===== src/rtl/avst_pkt_arbiter.sv =====
// rtl/avst_pkt_arbiter.sv - two-input packet round-robin Avalon-ST arbiter; optional watchdog under ARB_TIMEOUT_EN
module avst_pkt_arbiter #(
    parameter int DATA_W  = 32,
    parameter int EMPTY_W = 2,
    parameter int TIMEOUT = 255,
    parameter int TO_W    = 16
) (
    input  logic               sys_clk,
    input  logic               rst_n,
    input  logic [DATA_W-1:0]  in0_data,
    input  logic               in0_sop,
    input  logic               in0_eop,
    input  logic [EMPTY_W-1:0] in0_empty,
    input  logic               in0_valid,
    output logic               in0_ready,
    input  logic [DATA_W-1:0]  in1_data,
    input  logic               in1_sop,
    input  logic               in1_eop,
    input  logic [EMPTY_W-1:0] in1_empty,
    input  logic               in1_valid,
    output logic               in1_ready,
    output logic [DATA_W-1:0]  out_data,
    output logic               out_sop,
    output logic               out_eop,
    output logic [EMPTY_W-1:0] out_empty,
    output logic               out_valid,
    input  logic               out_ready,
    output logic [1:0]         grant,
    output logic               abort,
    output logic               drop
);

    typedef enum logic [1:0] {IDLE = 2'd0, OWN0 = 2'd1, OWN1 = 2'd2} state_t;

    state_t             state;
    logic               last;
    logic               can_load, req0, req1, win0, win1, fire;
    logic               acc0, acc1, sel1, load, orphan;
    logic [DATA_W-1:0]  sel_data;
    logic               sel_sop, sel_eop;
    logic [EMPTY_W-1:0] sel_empty;

    if (TIMEOUT < 1 || TIMEOUT > 65535 || (TO_W < 31 && TIMEOUT >= (1 << TO_W))) begin : g_bad_timeout
        $error("avst_pkt_arbiter: TIMEOUT out of range for TO_W");
    end

    assign can_load = !out_valid || out_ready;
    assign req0     = in0_valid && in0_sop;
    assign req1     = in1_valid && in1_sop;
    assign win1     = req1 && (!req0 || !last);
    assign win0     = req0 && !win1;

    // An arbitration loser keeps its sop beat; only orphans are swallowed while idle.
    assign in0_ready = can_load && ((state == IDLE) ? !(req0 && win1) : (state == OWN0 && !fire));
    assign in1_ready = can_load && ((state == IDLE) ? !(req1 && win0) : (state == OWN1 && !fire));
    assign acc0      = in0_valid && in0_ready;
    assign acc1      = in1_valid && in1_ready;

    assign sel1      = (state == OWN1) || (state == IDLE && win1);
    assign sel_data  = sel1 ? in1_data  : in0_data;
    assign sel_sop   = sel1 ? in1_sop   : in0_sop;
    assign sel_eop   = sel1 ? in1_eop   : in0_eop;
    assign sel_empty = sel1 ? in1_empty : in0_empty;
    assign orphan    = (state == IDLE) && ((acc0 && !in0_sop) || (acc1 && !in1_sop));
    assign grant     = {state == OWN1, state == OWN0};

    always_comb begin
        load = 1'b0;
        case (state)
            IDLE:    load = (win0 || win1) && can_load;
            OWN0:    load = acc0;
            OWN1:    load = acc1;
            default: load = 1'b0;
        endcase
        if (fire)
            load = 1'b1;
    end

    always_ff @(posedge sys_clk or negedge rst_n) begin
        if (!rst_n) begin
            state     <= IDLE;
            last      <= 1'b1;
            out_valid <= 1'b0;
            out_data  <= '0;
            out_sop   <= 1'b0;
            out_eop   <= 1'b0;
            out_empty <= '0;
            drop      <= 1'b0;
        end else begin
            drop <= orphan;
            if (can_load) begin
                out_valid <= load;
                if (fire) begin
                    out_data  <= '0;
                    out_sop   <= 1'b0;
                    out_eop   <= 1'b1;
                    out_empty <= '0;
                end else if (load) begin
                    out_data  <= sel_data;
                    out_sop   <= sel_sop;
                    out_eop   <= sel_eop;
                    out_empty <= sel_eop ? sel_empty : '0;
                end
            end
            case (state)
                IDLE: if (load) begin
                    last <= win1;
                    if (!sel_eop)
                        state <= win1 ? OWN1 : OWN0;
                end
                OWN0:    if (fire || (acc0 && in0_eop)) state <= IDLE;
                OWN1:    if (fire || (acc1 && in1_eop)) state <= IDLE;
                default: state <= IDLE;
            endcase
        end
    end

`ifdef ARB_TIMEOUT_EN
    logic [TO_W-1:0] wd_cnt;
    logic            own_valid;

    assign own_valid = (state == OWN0) ? in0_valid : in1_valid;
    assign fire      = (state != IDLE) && (wd_cnt == TO_W'(TIMEOUT)) && can_load;

    // Counts owner stall cycles only; saturates so a blocked output never wraps it.
    always_ff @(posedge sys_clk or negedge rst_n) begin
        if (!rst_n) begin
            wd_cnt <= '0;
            abort  <= 1'b0;
        end else begin
            abort <= fire;
            if (state == IDLE || fire || acc0 || acc1)
                wd_cnt <= '0;
            else if (!own_valid && wd_cnt != TO_W'(TIMEOUT))
                wd_cnt <= wd_cnt + TO_W'(1);
        end
    end
`else
    assign fire  = 1'b0;
    assign abort = 1'b0;
`endif

endmodule


===== config.mk =====
export PLATFORM = sky130hd
export DESIGN_NAME = avst_pkt_arbiter
export DESIGN_NICKNAME = d
export VERILOG_FILES = /design/src/rtl/avst_pkt_arbiter.sv
export SDC_FILE = /design/constraint.sdc
export NUM_CORES = 1
export LEC_CHECK = 0
export CAP_MARGIN = 15
export CORE_MARGIN = 2
export CORE_UTILIZATION = 59
export CTS_BUF_LIST = sky130_fd_sc_hd__clkbuf_4 sky130_fd_sc_hd__clkbuf_8
export CTS_CLUSTER_SIZE = 8
export DETAILED_ROUTE_END_ITERATION = 8
export DONT_BUFFER_PORTS = 1
export GPL_ROUTABILITY_DRIVEN = 1
export PLACE_DENSITY = 0.78
export SETUP_SLACK_MARGIN = 0.3
export SLEW_MARGIN = 20
export SYNTH_ARGS = -nofsm -noshare
export SYNTH_HDL_FRONTEND = slang
export SYNTH_SLANG_ARGS = --single-unit

===== constraint.sdc =====
create_clock -name sys_clk -period 1.8 [get_ports sys_clk]
set_input_delay 0.27 -clock sys_clk [delete_from_list [all_inputs] [get_ports sys_clk]]
set_output_delay 0.27 -clock sys_clk [all_outputs]
set_load 0.02 [all_outputs]

=== After elaboration in Yosys (flattened, before gate mapping) ===
Index checks and enable logic that the tools add are counted.

* Mux-type cells: 14
* Reductions and logical operators: 34
* Eq/ne operators: 6

{| class="wikitable"
|+ Operators with widths
! operator !! count
|-
| $mux W32 || 1
|-
| $logic_and A1 B1 Y1 || 17
|-
| $mux W2 || 7
|-
| $logic_not A1 Y1 || 8
|-
| $pmux W2 S3 || 1
|-
| $logic_or A1 B1 Y1 || 5
|-
| $mux W1 || 4
|-
| $ne A2 B1 Y1 const B || 2
|-
| $ne A2 B2 Y1 const B || 2
|-
| $reduce_and A2 Y1 || 2
|-
| $reduce_and A4 Y1 || 1
|-
| $pmux W1 S3 || 1
|-
| $eq A2 B1 Y1 const B || 1
|-
| $eq A2 B2 Y1 const B || 1
|-
| $logic_not A2 Y1 || 1
|}

* Logic and storage cells: 62
* Flip-flop bits (word level): 41

=== Longest topological paths before layout ===
* Depth in word-level cells: 14
* Mapped depth: 6
* Depth with buffers taken out: 4

=== Worst setup path after synthesis ===
Ideal clock, no wire load.

* Kind: register -> register
* Start point: register last
* End point: register out_data[0]
* Clock period less this slack: 1939 ps
* Stages on the path, launching flop included: 6
* Setup time: 125 ps
* Slack: -139 ps
* Data required time: 1675 ps
* Arrival time: 1814 ps
* Path buffers: 1
* Cell sequence: dfstp_2 > nand3_1 > a41oi_4 > buf_6 > mux2_2 > mux2_2

* Cells in the longest elaborated chain, start to end: 12
* Elaborated cells between the ends (all ways): 22

{| class="wikitable"
|+ Ends and longest elaborated chain
! item !! line !! RTL
|-
| from (decl) || 36 || <nowiki>logic last;</nowiki>
|-
| from (signal assigned) || 107 || <nowiki>last <= win1;</nowiki>
|-
| $logic_not A1 Y1 * || 50 || <nowiki>assign win1 = req1 && (!req0 || !last);</nowiki>
|-
| $logic_or A1 B1 Y1 * || 50 ||
|-
| $logic_and A1 B1 Y1 * || 50 ||
|-
| $logic_not A1 Y1 || 51 || <nowiki>assign win0 = req0 && !win1;</nowiki>
|-
| $logic_and A1 B1 Y1 || 51 ||
|-
| $logic_and A1 B1 Y1 || 55 || <nowiki>assign in1_ready = can_load && ((state == IDLE) ? !(req1 && win0) : (state == OWN1 && !fire));</nowiki>
|-
| $logic_not A1 Y1 || 55 ||
|-
| $mux W1 || 55 ||
|-
| $logic_and A1 B1 Y1 || 55 ||
|-
| $logic_and A1 B1 Y1 || 57 || <nowiki>assign acc1 = in1_valid && in1_ready;</nowiki>
|-
| $pmux W1 S3 || 69 || <nowiki>case (state)</nowiki>
|-
| $reduce_and A2 Y1 (no line) || n/a ||
|-
| to (signal assigned) || 99 || <nowiki>out_data <= sel_data;</nowiki>
|-
| to (decl) || 22 || <nowiki>output logic [DATA_W-1:0] out_data,</nowiki>
|}

Every way passes the cells marked *; elsewhere a longest branch is shown, timed or not.
A chain may end at the register's enable or synchronous reset.

=== Worst setup path in the final report ===
* Start point: register state[1]
* End point: register out_data[6]

* Cells in the longest elaborated chain, start to end: 6
* Elaborated cells between the ends (all ways): 14

{| class="wikitable"
|+ Ends and longest elaborated chain
! item !! line !! RTL
|-
| from (decl) || 35 || <nowiki>state_t state;</nowiki>
|-
| from (signal assigned) || 109 || <nowiki>state <= win1 ? OWN1 : OWN0;</nowiki>
|-
| $eq A2 B2 Y1 (tied with other cells) || 55, 59, 69 ||
|-
| $mux W1 (on tied branches) || 55, 54 ||
|-
| $logic_and A1 B1 Y1 (on tied branches) || 55, 54 ||
|-
| $logic_and A1 B1 Y1 (on tied branches) || 57, 56 ||
|-
| $pmux W1 S3 || 69 ||
|-
| $reduce_and A2 Y1 (no line) || n/a ||
|}

Several ways; a longest one is shown, not always the timed one.

==> insert_results.sql <==
INSERT INTO impl_metrics (metric_group, metric, value, unit) VALUES
('detailed_routing', 'drt_pass1_iterations', '4', ''),
('critical_path', 'cpPeakStageDelay', '0.47', 'ns'),
('finish', 'fill_cells', '224', ''),
('finish', 'final-seq-area', '1030', 'µm²'),
('pwr', 'tot_pwr', '5.44', 'mW'),
('synthesis', 'synthDistinctLibCells', '28', ''),
('grt', 'grt_pass1_wl', '7090', 'µm'),
('synthesis', 'yosys_register_bits', '41', ''),
('synthesis', 'syn-mean-instance-area', '13.3', 'µm²'),
('critical_path', 'slowest_stage', 'sky130_fd_sc_hd__dfrtp_2', ''),
('critical_path', 'worst_setup_path_end_kind', 'flop', ''),
('die', 'initial_utilization', '60.9', '%'),
('synthesis', 'ys_async_sr_fraction', '100', '%'),
('sta', 'layout_worst_path_cycle_share', '104', '%'),
('synthesis', 'ys.warnings.count', '0', ''),
('placement', 'dpl_worst_slack', '-0.0510', 'ns'),
('placement', 'finalWeightedCongestion', '0.902', ''),
('finish', 'multi_input_area', '1270', 'µm²'),
('sta', 'accumulated_negative_setup_slack', '-1.51', 'ns'),
('outcome', 'outcome', 'finished with violations', ''),
('sta', 'setup_viol_count_final', '36', ''),
('die', 'die_height', '65.2', 'µm'),
('detailed_routing', 'remaining_drc_errors', '0', ''),
('sta', 'report.final.slew_viol_count', '0', ''),
('detailed_routing', 'sum_of_routed_wire_length_over_all_layers', '5030', 'µm'),
('critical_path', 'crit_buf_inv', '2', ''),
('grt', 'antenna_found_initial', '0', ''),
('clock_network', 'worst_skew_pair.late_latency', '0.28', 'ns'),
('placement', 'portBuffers', '0', ''),
('outcome', 'violations', 'setup timing', ''),
('grt', 'grt_start_max_net_pins', '42', ''),
('critical_path', 'crit_chain', 'o21ai_1 -> a21o_1 -> a21oi_4 -> buf_12 -> clkbuf_16 -> mux2_4', ''),
('critical_path', 'worstSetupStartpointType', 'flop', ''),
('synthesis', 'post_synth_instance_area', '2210', 'µm²'),
('synthesis', 'synth.largest_area_cell', 'sky130_fd_sc_hd__dfrtp_1', ''),
('grt', 'grt_remaining_overflow', '0', ''),
('synthesis', 'yosys.area.top_type_share', '45.2', '%'),
('clock_network', 'clkTransAtPathRegs', '0.07', 'ns'),
('pwr', 'pwr_density_cell', '1950', 'nW/µm²'),
('detailed_routing', 'route.detailed.vias_per_inst', '6.17', ''),
('hold_path', 'timing.hold.worst.class', 'in2reg', ''),
('clock_network', 'cts_max_level', '2', ''),
('synthesis', 'synth_nets', '243', ''),
('die', 'design.die.area', '4250', 'µm²'),
('sta', 'post-route-min-period', '1.88', 'ns'),
('sta', 'grt_setup_unrepaired', 'true', ''),
('critical_path', 'cp_max_fo', '9', ''),
('sta', 'largest_clock_skew_in_the_final_design', '0.00264', 'ns'),
('die', 'placementRows', '22', ''),
('sta', 'postLayoutSetupSlackWorst', '-0.0781', 'ns'),
('critical_path', 'worst_r2r_startpoint', 'state[1]', ''),
('critical_path', 'setup.worst_path.start', 'state[1]', ''),
('synthesis', 'synth_cells', '166', ''),
('synthesis', 'post_synthesis_sequential_area_ratio', '46.4', '%'),
('synthesis', 'most_repeated_cell_in_the_gate_level_netlist_after_synthesis', 'sky130_fd_sc_hd__mux2_2', ''),
('hold_path', 'worst_hold_startpoint', 'in1_eop', ''),
('clock_network', 'cts_tree', 'done', ''),
('die', 'area_of_the_core', '3630', 'µm²'),
('synthesis', 'synth_common_cells', '65 x sky130_fd_sc_hd__mux2_2, 40 x sky130_fd_sc_hd__dfrtp_1, 12 x sky130_fd_sc_hd__nand2_1, 5 x sky130_fd_sc_hd__buf_6', ''),
('synthesis', 'post_synth_main_area_contributors', 'sky130_fd_sc_hd__dfrtp_1 45%, sky130_fd_sc_hd__mux2_2 33%, sky130_fd_sc_hd__buf_6 2.5%, sky130_fd_sc_hd__nand2_1 2.0%, sky130_fd_sc_hd__mux2_1 1.5%', ''),
('critical_path', 'timing.critical_path.arrival', '2.05', 'ns'),
('synthesis', 'synth_ff_type', 'sky130_fd_sc_hd__dfrtp_1', ''),
('grt', 'gr-usage-all-layers', '22.2', '%'),
('grt', 'first_global_vias', '1450', ''),
('clock_network', 'maximum_root_to_sink_buffer_count', '2', ''),
('finish', 'area_growth', '25.8', '%'),
('finish', 'fraction_of_final_layout_cells_with_drive_strength_greater_than_1', '61.0', '%'),
('run', 'maxCapViolCount', '0', ''),
('die', 'die_w', '65.2', 'µm'),
('pwr', 'p_leak', '1.25', 'nW'),
('pwr', 'vdd_ir_drop_max', '1.01', 'mV');
## cell usage in the layout (no fill, tap or decap), types with 2 or more instances in the layout
cell and instances:
sky130_fd_sc_hd__mux2i_1 2, sky130_fd_sc_hd__a211oi_2 2, sky130_fd_sc_hd__nor2b_2 2, sky130_fd_sc_hd__buf_12 6, sky130_fd_sc_hd__dfrtp_2 2, sky130_fd_sc_hd__dfrtp_1 38, sky130_fd_sc_hd__o21ai_1 2, sky130_fd_sc_hd__nand3_1 2
sky130_fd_sc_hd__clkbuf_8 6, sky130_fd_sc_hd__a21oi_1 4, sky130_fd_sc_hd__nand2_1 11, sky130_fd_sc_hd__clkbuf_16 2, sky130_fd_sc_hd__nand2b_1 3, sky130_fd_sc_hd__inv_1 2, sky130_fd_sc_hd__buf_6 4, sky130_fd_sc_hd__buf_4 9
sky130_fd_sc_hd__mux2_2 34, sky130_fd_sc_hd__mux2_4 35
## metrics by stage
stage / hold WS (ns) / area (µm²) / std cells
final: 0.0753 / 2780 / 235
after global placement: -0.0245 / 2390 / 217
after CTS: 0.0935 / 2600 / 227
after detailed placement: -0.0247 / 2390 / 217
after global routing: 0.0682 / 2780 / 235
after floorplan: -0.0256 / 2280 / 166
## power by group
group / switching, mW / leakage (nW) / internal (mW)
clock: 0.297 / 0.0619 / 0.467
combinational: 0.888 / 0.704 / 1.48
sequential: 0.908 / 0.482 / 1.40
total: 2.09 / 1.25 / 3.35
## cells by family after synthesis
group                  count (synthesis)  share of synthesized area [%]
DFF                                   41                           46.4
AOI/OAI and AO/OA                     15                           5.71
muxes                                 72                           36.9
buffers and inverters                 11                           4.24
other                                  1                          0.170
and+or+nand+nor                       26                           6.56
## routing by layer
layer / part of all wire, % / global-route usage [%]
met4: 2.1 / 7.55
met3: 8.6 / 8.22
met5: 0 / 0
met1: 38 / 25.4
met2: 52 / 38.4
## worst paths after layout
check,cells past startpoint,end
min reg2reg,3,drop
max reg2reg,6,out_data[6]
max,6,out_data[6]
max in group asynchronous,2,last
min in group asynchronous,2,out_data[31]
min,1,state[1]
## state kept, by name, summed over array words and instances, names as in the netlist
signal     flops
drop           1
last           1
out_data      32
out_empty      2
out_eop        1
out_sop        1
out_valid      1
state          2
## cell type report
cell class              count  area share (%)
multi-input cells         114            45.7
repair buffers             22            10.5
well taps                  48            2.16
clock inverters             1            1.08
flip-flops and latches     41            37.0
inverters                   2           0.270
clock buffers               7            3.24
## what timing repair did
| action | 4_1_cts | 5_1_grt |
|---|---|---|
| gates resized for setup | 14 | 21 |
| hold buffers | 2 | 0 |
| endpoints found under the hold margin | 41 | 0 |
| endpoints found under the setup margin | 39 | 40 |
| buffers inserted | 0 | 5 |
| gates cloned | 0 | 3 |
| pin swaps | 3 | 4 |
No activity file was read; power rests on OpenSTA's default activity.
